### src/rtl/tomasulo_pkg.sv
// Shared definitions for the tomasulo core: opcodes, widths and the
// reorder-buffer entry bookkeeping record.
package tomasulo_pkg;

  localparam int DATA_W    = 16;
  localparam int ROB_DEPTH = 8;

  localparam logic [3:0] OP_ADD  = 4'b0000;
  localparam logic [3:0] OP_SUB  = 4'b0001;
  localparam logic [3:0] OP_MUL  = 4'b0010;
  localparam logic [3:0] OP_DIV  = 4'b0011;
  localparam logic [3:0] OP_LD   = 4'b0100;
  localparam logic [3:0] OP_ST   = 4'b0101;
  localparam logic [3:0] OP_BEQ  = 4'b0110;
  localparam logic [3:0] OP_BNEQ = 4'b0111;

  // Control part of an entry; the result word lives in a separate array so
  // its width can follow the DATA_W parameter of each instance.
  typedef struct packed {
    logic       busy;
    logic       ready;
    logic [3:0] func;
    logic [3:0] rd;
  } rob_entry_t;

  function automatic logic is_branch(input logic [3:0] func);
    return (func == OP_BEQ) || (func == OP_BNEQ);
  endfunction

endpackage

### src/rtl/rob_tag_lookup.sv
// Combinational operand read port into the reorder buffer, with a bypass
// from the writeback bus arriving in the same cycle.
module rob_tag_lookup #(
  parameter int DEPTH  = 8,
  parameter int IDX_W  = 3,
  parameter int DATA_W = 16
) (
  input  logic [IDX_W-1:0]             tag,
  input  logic [DEPTH-1:0]             entry_ready,
  input  logic [DEPTH-1:0][DATA_W-1:0] entry_data,
  input  logic                         wb_valid,
  input  logic [IDX_W-1:0]             wb_idx,
  input  logic [DATA_W-1:0]            wb_data,
  output logic                         ready,
  output logic [DATA_W-1:0]            data
);

  always_comb begin
    ready = entry_ready[tag];
    data  = entry_data[tag];
    if (wb_valid && (wb_idx == tag)) begin
      ready = 1'b1;
      data  = wb_data;
    end
  end

endmodule

### src/rtl/reorder_buffer.sv
// Circular reorder buffer: tags issued instructions, captures results,
// serves operand lookups and retires in order with taken-branch flush.
module reorder_buffer #(
  parameter int DEPTH  = tomasulo_pkg::ROB_DEPTH,
  parameter int IDX_W  = $clog2(DEPTH),
  parameter int DATA_W = tomasulo_pkg::DATA_W
) (
  input  logic              clk1,
  input  logic              rst,
  input  logic              alloc_valid,
  input  logic [3:0]        alloc_func,
  input  logic [3:0]        alloc_rd,
  output logic              alloc_ready,
  output logic [IDX_W-1:0]  alloc_idx,
  input  logic              wb_valid,
  input  logic [IDX_W-1:0]  wb_idx,
  input  logic [DATA_W-1:0] wb_data,
  input  logic [IDX_W-1:0]  rd_tag_a,
  input  logic [IDX_W-1:0]  rd_tag_b,
  output logic              rd_ready_a,
  output logic              rd_ready_b,
  output logic [DATA_W-1:0] rd_data_a,
  output logic [DATA_W-1:0] rd_data_b,
  output logic              commit_valid,
  output logic [3:0]        commit_func,
  output logic [3:0]        commit_rd,
  output logic [DATA_W-1:0] commit_data,
  output logic [IDX_W-1:0]  commit_idx,
  output logic              flush,
  output logic [3:0]        flush_pc,
  output logic [IDX_W:0]    count
);
  import tomasulo_pkg::rob_entry_t;
  import tomasulo_pkg::is_branch;

  localparam logic [IDX_W:0] FULL_CNT = (IDX_W+1)'(DEPTH);

  rob_entry_t                   ent [DEPTH];
  logic [DEPTH-1:0][DATA_W-1:0] ent_data;
  logic [DEPTH-1:0]             ent_ready;
  logic [IDX_W-1:0]             head, tail;
  rob_entry_t                   head_ent;
  logic                         commit_take, flush_take, alloc_fire, wb_fire;

  // Handshake: an allocation transfers on a cycle where alloc_valid and
  // alloc_ready are both high; alloc_ready never depends on alloc_valid.
  // Writeback, commit and flush are valid-only pulses with no backpressure.
  assign head_ent    = ent[head];
  assign commit_take = head_ent.busy && head_ent.ready;
  assign flush_take  = commit_take && is_branch(head_ent.func) && ent_data[head][0];
  // No commit-to-alloc bypass when full; a flushing cycle accepts nothing.
  assign alloc_ready = (count < FULL_CNT) && !flush_take;
  assign alloc_idx   = tail;
  assign alloc_fire  = alloc_valid && alloc_ready;
  assign wb_fire     = wb_valid && ent[wb_idx].busy;

  always_comb begin
    ent_ready = '0;
    for (int i = 0; i < DEPTH; i++) ent_ready[i] = ent[i].ready;
  end

  always_ff @(posedge clk1 or posedge rst) begin
    if (rst) begin
      for (int i = 0; i < DEPTH; i++) begin
        ent[i]      <= '0;
        ent_data[i] <= '0;
      end
      head         <= '0;
      tail         <= '0;
      count        <= '0;
      commit_valid <= 1'b0;
      commit_func  <= '0;
      commit_rd    <= '0;
      commit_data  <= '0;
      commit_idx   <= '0;
      flush        <= 1'b0;
      flush_pc     <= '0;
    end else begin
      commit_valid <= commit_take;
      flush        <= flush_take;
      if (commit_take) begin
        commit_func <= head_ent.func;
        commit_rd   <= head_ent.rd;
        commit_data <= ent_data[head];
        commit_idx  <= head;
      end
      if (flush_take) begin
        flush_pc <= head_ent.rd;
        for (int i = 0; i < DEPTH; i++) begin
          ent[i].busy  <= 1'b0;
          ent[i].ready <= 1'b0;
        end
        head  <= '0;
        tail  <= '0;
        count <= '0;
      end else begin
        if (wb_fire) begin
          ent[wb_idx].ready <= 1'b1;
          ent_data[wb_idx]  <= wb_data;
        end
        // The tail entry is never busy while alloc_ready is high, so it
        // cannot collide with the writeback above.
        if (alloc_fire) begin
          ent[tail].busy  <= 1'b1;
          ent[tail].ready <= 1'b0;
          ent[tail].func  <= alloc_func;
          ent[tail].rd    <= alloc_rd;
          tail            <= tail + 1'b1;
        end
        if (commit_take) begin
          ent[head].busy <= 1'b0;
          head           <= head + 1'b1;
        end
        case ({alloc_fire, commit_take})
          2'b10:   count <= count + 1'b1;
          2'b01:   count <= count - 1'b1;
          default: count <= count;
        endcase
      end
    end
  end

  rob_tag_lookup #(.DEPTH(DEPTH), .IDX_W(IDX_W), .DATA_W(DATA_W)) u_lookup_a (
    .tag         (rd_tag_a),
    .entry_ready (ent_ready),
    .entry_data  (ent_data),
    .wb_valid    (wb_valid),
    .wb_idx      (wb_idx),
    .wb_data     (wb_data),
    .ready       (rd_ready_a),
    .data        (rd_data_a)
  );

  rob_tag_lookup #(.DEPTH(DEPTH), .IDX_W(IDX_W), .DATA_W(DATA_W)) u_lookup_b (
    .tag         (rd_tag_b),
    .entry_ready (ent_ready),
    .entry_data  (ent_data),
    .wb_valid    (wb_valid),
    .wb_idx      (wb_idx),
    .wb_data     (wb_data),
    .ready       (rd_ready_b),
    .data        (rd_data_b)
  );

endmodule

### config.mk
export PLATFORM = sky130hd
export DESIGN_NAME = reorder_buffer
export DESIGN_NICKNAME = d
export VERILOG_FILES = /design/src/rtl/tomasulo_pkg.sv /design/src/rtl/rob_tag_lookup.sv /design/src/rtl/reorder_buffer.sv
export SDC_FILE = /design/constraint.sdc
export NUM_CORES = 1
export LEC_CHECK = 0
export BUFFER_PORTS_ARGS = -buffer_cell sky130_fd_sc_hd__buf_2
export CAP_MARGIN = 25
export CORE_MARGIN = 5
export CORE_UTILIZATION = 50
export CTS_CLUSTER_SIZE = 40
export DETAILED_ROUTE_END_ITERATION = 8
export PLACE_DENSITY = 0.71
export RECOVER_POWER = 25
export SKIP_LAST_GASP = 1
export SLEW_MARGIN = 5
export SYNTH_ARGS = -nofsm -noshare
export SYNTH_HDL_FRONTEND = slang
export SYNTH_SLANG_ARGS = --single-unit
### constraint.sdc
create_clock -name clk1 -period 13.5 [get_ports clk1]
set_input_delay 1.35 -clock clk1 [delete_from_list [all_inputs] [get_ports clk1]]
set_output_delay 1.35 -clock clk1 [all_outputs]
set_load 0.02 [all_outputs]
* After elaboration in Yosys (flattened, before gate mapping) *
Index checks and enable logic that the tools add are counted.

word-level totals
  register bits = 251
  input bits = 37
  output and inout port bits = 75
  word-level logic and storage cells = 154

operators by class
  add/subtract/negate cells = 4
  magnitude comparators = 12
  equal/unequal tests = 6
  multiplexer cells = 60
  bitwise gates (word level) = 4
  reduce and logical (&&, ||, !) cells = 18

operators with widths
  cell                   count
  $bwmux W80             6
  $mux W80               5
  $demux W10 S3          6
  $bmux W16 S3           3
  $bwmux W128            1
  $mux W16               6
  $bmux W10 S3           2
  $mux W10               6
  $demux W16 S3          1
  $mux W9                2
  $lt A3 B4 Y1 const B   4
  $mux W2                8
  $ge A4 B4 Y1 const B   3
  $logic_and A1 B1 Y1    12
  $lt A4 B1 Y1 const B   3
  $mux W3                4
  $not A3 Y4             3
  $eq A4 B3 Y1 const B   2
  $mux W4                2
  $mux W8                1
  $pmux W4 S2            1
  $add A3 B1 Y3 const B  2
  $bmux W1 S3            2
  $eq A3 B3 Y1           2
  other kinds (13)       17

* Logic depth before layout (Yosys ltp) *
Gate-level depths: netlist (run 1).

  depth in word-level cells = 18
  mapped depth = 16
  depth with buffers taken out = 13

* By module *
A second synthesis (run 1) with hierarchy kept.

second synthesis, totals
  cells, all modules = 958
  area, all modules = 13,922.1 µm²

by module, submodules not included
  module          instances  cells each  area an instance (µm²)  seq. area each (µm²)
  reorder_buffer  1          792         11,284.6                6,281.0
  rob_tag_lookup  2          83          1,318.8                 0.0

* Worst setup path before layout (run 1) *
Ideal clock, no wire load.

  path kind = input to output
  start point = in rd_tag_a[0]
  end point = out rd_data_a[10]
  arrival time = 3.104 ns
  required time = 12.150 ns
  setup slack = 9.046 ns
  stages on the path = 5
  buffers on the path = 2
  path through = clkbuf_1 > buf_1 > mux4_2 > mux2i_1 > a21oi_1

between the ends
  cells in the longest elaborated chain, start to end = 3
  elaborated cells on any way between the ends = 5
  those cells by class = eq/ne: 1; mux: 3; reduce/logical: 1

RTL lines
  item                                                                          RTL line                                    text
  start: declaration                                                            reorder_buffer.sv:18                        input logic [IDX_W-1:0] rd_tag_a,
  $bmux W16 S3 / $eq A3 B3 Y1 (equally long branches)                           rob_tag_lookup.sv:20, rob_tag_lookup.sv:21
  $mux W16 (implied by the code) / $logic_and A1 B1 Y1 (equally long branches)  rob_tag_lookup.sv:20, rob_tag_lookup.sv:21
  $mux W16 (*)                                                                  rob_tag_lookup.sv:21                        if (wb_valid && (wb_idx == tag)) begin
  end: declaration                                                              reorder_buffer.sv:22                        output logic [DATA_W-1:0] rd_data_a,

Every way passes the cells marked *; elsewhere a longest branch is shown, timed or not. The select of a mux whose other input is x is not followed.

==> qor.csv, run 1 <==
metric;value;unit
drc;0;
clock_latency;0.54;ns
yosysMostFrequentCell;dfrtp_1;
layout_min_cycle_time;6.73;ns
ys_warn_count;0;
cts_inserted_buffers;27;
p_int;2.46;mW
placed_cells_incl_taps;1431;
post_cts_buffers;0;
whs_path_depth;2;
p_leak;6.65;nW
finalHoldViolations;0;
clockBufferDepth;3;
ys_seq_elements;251;
hold_buffers;0;
hp-start;commit_data[5];
critPathKind;input port to asynchronous set/reset pin;
nNetsFinal;1123;
setup_viol;0;
firstDrtPassIters;5;
worstPathMaxFanout;106;
die_w;177;um
worstRegToRegCells;8;
slew_headroom;-2.19;
ant_nets;0;
area_delta_synth_final;12.2;%
use_met2;0.347;
synthesis.area;0.0139;mm^2
start_util;0.503;
yosysSeqAreaShare;0.452;
dieArea;0.0312;mm^2
h-tree-depth;1;
layout_setup_ws;6.77;ns
fin_crit_sh;0.498;
hp-class;flip-flop to flip-flop;
required;13.23;ns
post-route-util;0.564;
syn_inst;1012;
r2r-start;head[0];
use_met3;0.0359;
worstMarginPinSlew;4.76;ns
rsz0062_at_grt;false;
yosys_most_used_dff;dfrtp_1;
placed_area;0.0147;mm^2
status;complete, but fails checks;
whs;0.472;ns
post_drt_wl_per_cell;22.6;um
final_max_slew_viol_count;200;
end_kind;asynchronous set/reset pin;
synth.distinct_cells;49;
maxCapViolations;3;
rrSetupSlack;8.29;ns
cp.arrival;6.46;ns
io_pins;112;
r2r_end;ent_data[122];
synth_top_area_share;0.452;
p_total;3.88;mW
max_freq;0.149;GHz
die_h;177;um
antenna_found_initial;2;
synth_common_cells;251 x dfrtp_1, 182 x mux2_2, 119 x mux4_2;
p_clk_frac;0.196;
via_per_inst;6.08;
drtIter0Drc;802;
post-dp-hpwl;21300;um
met1_usage;0.316;
yosys-top-cells-area;dfrtp_1 45%, mux4_2 19%, mux2_2 15%;
routed_wl;33500;um
cts_root_buf;clkbuf_16;
power_switching;1.43;mW
start_kind;input port;
grt_pass1_wl;54000;um
violations;max-capacitance violations, max-slew violations;
busiest_layer;met2;
core_area;0.0276;mm^2
p_comb_frac;0.429;
gp_congestion;0.811;
rows;61;
pre_cts_ws;8.53;ns
p_sw_frac;0.367;
syn-num-nets;1053;
port_buffers;111;
avgSynthCellArea;13.7;um^2
fillers;2267;
holdPathEnd;commit_data[5];
cts_tree;built;
peakVddDrop;0.000123;V
track_usage;0.218;
clk_pin_slew;0.06;ns
fin_setup_tns;0;ns
grt_max_degree;107;
fin_cells;1481;
fin_skew;0.0251;ns
synth_edf_count;0;
layout-drive-gt1-share;0.456;
power.density;249;mW/mm^2
cts_resized;0;
grt_pass1_vias;9243;
seq_power_share;0.375;
async_flop_share;1.00;
gr-total-overflow;0;
synth_top_cell_by_area;dfrtp_1;
clock-sinks;251;
vias;9010;
design_area;0.0156;mm^2
==> metal layers <==
| metal | wire [um] | up-vias |
|---|---|---|
| met5 | 20 | - |
| met4 | 746 | 2 |
| met3 | 1970 | 57 |
| met2 | 16200 | 307 |
| met1 | 14600 | 4687 |
| li1 | - | 3957 |
==> cells by family (layout without fill, tap and decap cells) <==
kind of cell,after synthesis,after routing,synth area share
flops,251,251,0.452
fa+ha+maj,4,4,0.00360
other cells,0,1,0
mux,367,367,0.392
xor+xnor,11,11,0.00694
simple gates,158,158,0.0526
compound gates,129,129,0.0597
buf+inv,92,182,0.0334
==> worst max path at each step <==
stage / start / to / slack (ns) / cells after the start
after floorplan: rst / alloc_idx[0] / 5.25 / 1
after global placement: head[0] / alloc_ready / 8.57 / 8
after detailed placement: head[0] / alloc_ready / 8.53 / 8
after CTS: head[0] / alloc_ready / 7.96 / 8
after global routing: rst / head[2] / 5.38 / 3
final: rst / head[2] / 6.77 / 3
==> registers in the layout, summed over array words and instances (netlist names) <==
name	flops
commit_rd	4
ent	80
alloc_idx	3
flush_pc	4
commit_valid	1
head	3
count	4
flush	1
commit_idx	3
commit_func	4
ent_data	128
commit_data	16
==> layout make-up <==
| class | count | area [um^2] | share of cell area |
|---|---|---|---|
| Multi-Input combinational cell | 669 | 7160 | 0.459 |
| Inverter | 3 | 12.5 | 0.000803 |
| Sequential cell | 251 | 6280 | 0.403 |
| Timing Repair Buffer | 130 | 742 | 0.0476 |
| Clock buffer | 42 | 792 | 0.0508 |
| Tap cell | 378 | 473 | 0.0303 |
| Clock inverter | 7 | 125 | 0.00803 |
| Antenna cell | 1 | 2.50 | 0.000161 |
==> power groups by stage <==
| stage | Sequential (mW) | Combinational [mW] | Clock (mW) |
|---|---|---|---|
| 3_3_place_gp | 1.44 | 1.64 | 0 |
| 5_1_grt | 1.51 | 1.82 | 0.802 |
| 3_5_place_dp | 1.46 | 1.68 | 0 |
| 2_1_floorplan | 1.38 | 1.32 | 0 |
| 6_report | 1.46 | 1.67 | 0.759 |
| 4_1_cts | 1.45 | 1.68 | 0.768 |
==> worst max-delay path, stage by stage <==
cell        delay (ns)
buf_2             0.10
clkinvlp_2        2.65
clkbuf_1          2.32
==> cells in the final DEF, fill, tap and decap left out, types with 6 or more instances in the layout <==
cell         n
clkbuf_16   27
nor3_1      14
buf_4       11
mux2_4      10
nand3_1      7
nor2b_1      7
clkbuf_1    13
nor2_1      62
nand2_1     47
mux2_2     182
o21ai_0     27
a21oi_1     65
mux4_2     119
a21oi_2      7
mux2i_1     56
clkbuf_8     6
xnor2_1      9
buf_2      109
dfrtp_1    249
Note: power is estimated with default switching activity, not from simulation.
==> run 2, diff against run 1 <==
Clock period 13.5 ns to 7 ns, I/O delays scaled along.
==> qor.csv, run 2 (synthesized netlist as in run 1, its figures left out) <==
metric;value;unit
start_kind;input port;
design_area;0.0155;mm^2
io_pins;112;
fin_crit_sh;0.661;
layout_setup_ws;2.37;ns
h-tree-depth;1;
p_leak;6.62;nW
maxCapViolations;1;
diodes;0;
core_area;0.0276;mm^2
clock_latency;0.53;ns
status;complete, but fails checks;
hp-class;flip-flop to flip-flop;
clock-sinks;251;
fin_setup_tns;0;ns
cts_root_buf;clkbuf_16;
post-dp-hpwl;21100;um
largest_reg_flops;128;
rsz0062_at_grt;false;
pre_cts_ws;2.53;ns
seq_power_share;0.386;
layout_common_cells;248 x dfrtp_1, 182 x mux2_2, 119 x mux4_2, 110 x buf_2, 65 x a21oi_1;
required;6.54;ns
violations;max-capacitance violations, max-slew violations;
track_usage;0.217;
gr-total-overflow;0;
firstDrtPassIters;5;
fin_skew;0.0115;ns
largest_register;ent_data;
cts_resized;0;
grt_pass1_vias;9287;
final_common_cell;dfrtp_1;
largestRegisters;ent_data (128), ent (80), commit_data (16);
placed_area;0.0147;mm^2
antenna_found_initial;1;
cp.arrival;4.17;ns
setup_viol;0;
layout-drive-gt1-share;0.466;
p_clk_frac;0.186;
drtIter0Drc;764;
clk_pin_slew;0.06;ns
p_comb_frac;0.429;
vias;8966;
ant_nets;0;
rows;61;
nNetsFinal;1121;
critPathKind;input port to asynchronous set/reset pin;
slew_headroom;-2.08;
routed_wl;33400;um
power_switching;2.74;mW
die_w;177;um
grt_pass1_wl;53900;um
hold_buffers;0;
worstPathMaxFanout;189;
p_int;4.64;mW
gp_congestion;0.793;
peakVddDrop;0.000217;V
cts_inserted_buffers;26;
post_drt_wl_per_cell;22.6;um
post_cts_buffers;0;
dieArea;0.0312;mm^2
grt_max_degree;190;
layout_min_cycle_time;4.63;ns
max_freq;0.216;GHz
via_per_inst;6.07;
drc;0;
p_sw_frac;0.372;
clockBufferDepth;3;
cts_tree;built;
area_delta_synth_final;11.6;%
die_h;177;um
start_util;0.503;
finalHoldViolations;0;
power.density;476;mW/mm^2
port_buffers;111;
final_max_slew_viol_count;190;
worstMarginPinSlew;4.62;ns
end_kind;asynchronous set/reset pin;
-- run 2: cell count changes in the layout (fill, tap and decap cells not counted), sizes merged --
cell	previous run	this run
buf	126	127
bufinv	3	1
clkbuf	46	35
clkinv	3	10
clkinvlp	1	4
diode	1	0
inv	3	2
-- run 2: final timing paths --
path | from | endpoint | slack [ns] | cells after the start
worst max-delay path | rst | ent_data[107] | 2.37 | 3
worst min-delay path | commit_data[5] | commit_data[5] | 0.47 | 2
worst max register to register | head[0] | count[2] | 2.55 | 14
worst min register to register | commit_data[5] | commit_data[5] | 0.47 | 2
max in group clk1 | head[2] | alloc_ready | 2.38 | 8
min in group asynchronous | rst | ent[68] | 1.93 | 3
-- run 2: layout make-up --
cell class / count / area [um^2]
Timing Repair Buffer: 129 / 724
Sequential cell: 251 / 6290
Multi-Input combinational cell: 669 / 7160
Inverter: 3 / 15.0
Tap cell: 378 / 473
Fill cell: 2233 / 12100
Clock inverter: 14 / 103
Clock buffer: 33 / 748
-- run 2: power by group through the flow --
stage,Sequential [mW],Combinational [mW],Clock (mW)
after floorplan,2.66,2.54,0
after global placement,2.81,3.11,0
after detailed placement,2.85,3.19,0
after CTS,2.84,3.20,1.40
after global routing,2.95,3.45,1.46
final,2.85,3.17,1.37
-- run 2: critical path, cell delays in order --
cell and delay, ns:
clkbuf_1 0.10, clkinvlp_4 0.06, clkbuf_2 3.13
-- run 2: metal layers --
metal / global-route usage / vias up / routed length [um]
met4: 0.0564 / 0 / 794
li1: - / 3958 / -
met5: 0 / - / 0
met2: 0.348 / 241 / 16000
met3: 0.0335 / 60 / 1750
met1: 0.314 / 4707 / 14900
-- run 2: stage by stage --
step	hold slack, ns	std cells	total power, mW	util
2_1_floorplan	0.474	1012	5.19	-
3_3_place_gp	0.458	1425	5.92	0.528
3_5_place_dp	0.465	1430	6.04	0.531
4_1_cts	0.480	1477	7.43	0.562
5_1_grt	0.499	1477	7.86	0.561
6_report	0.470	1477	7.38	0.561
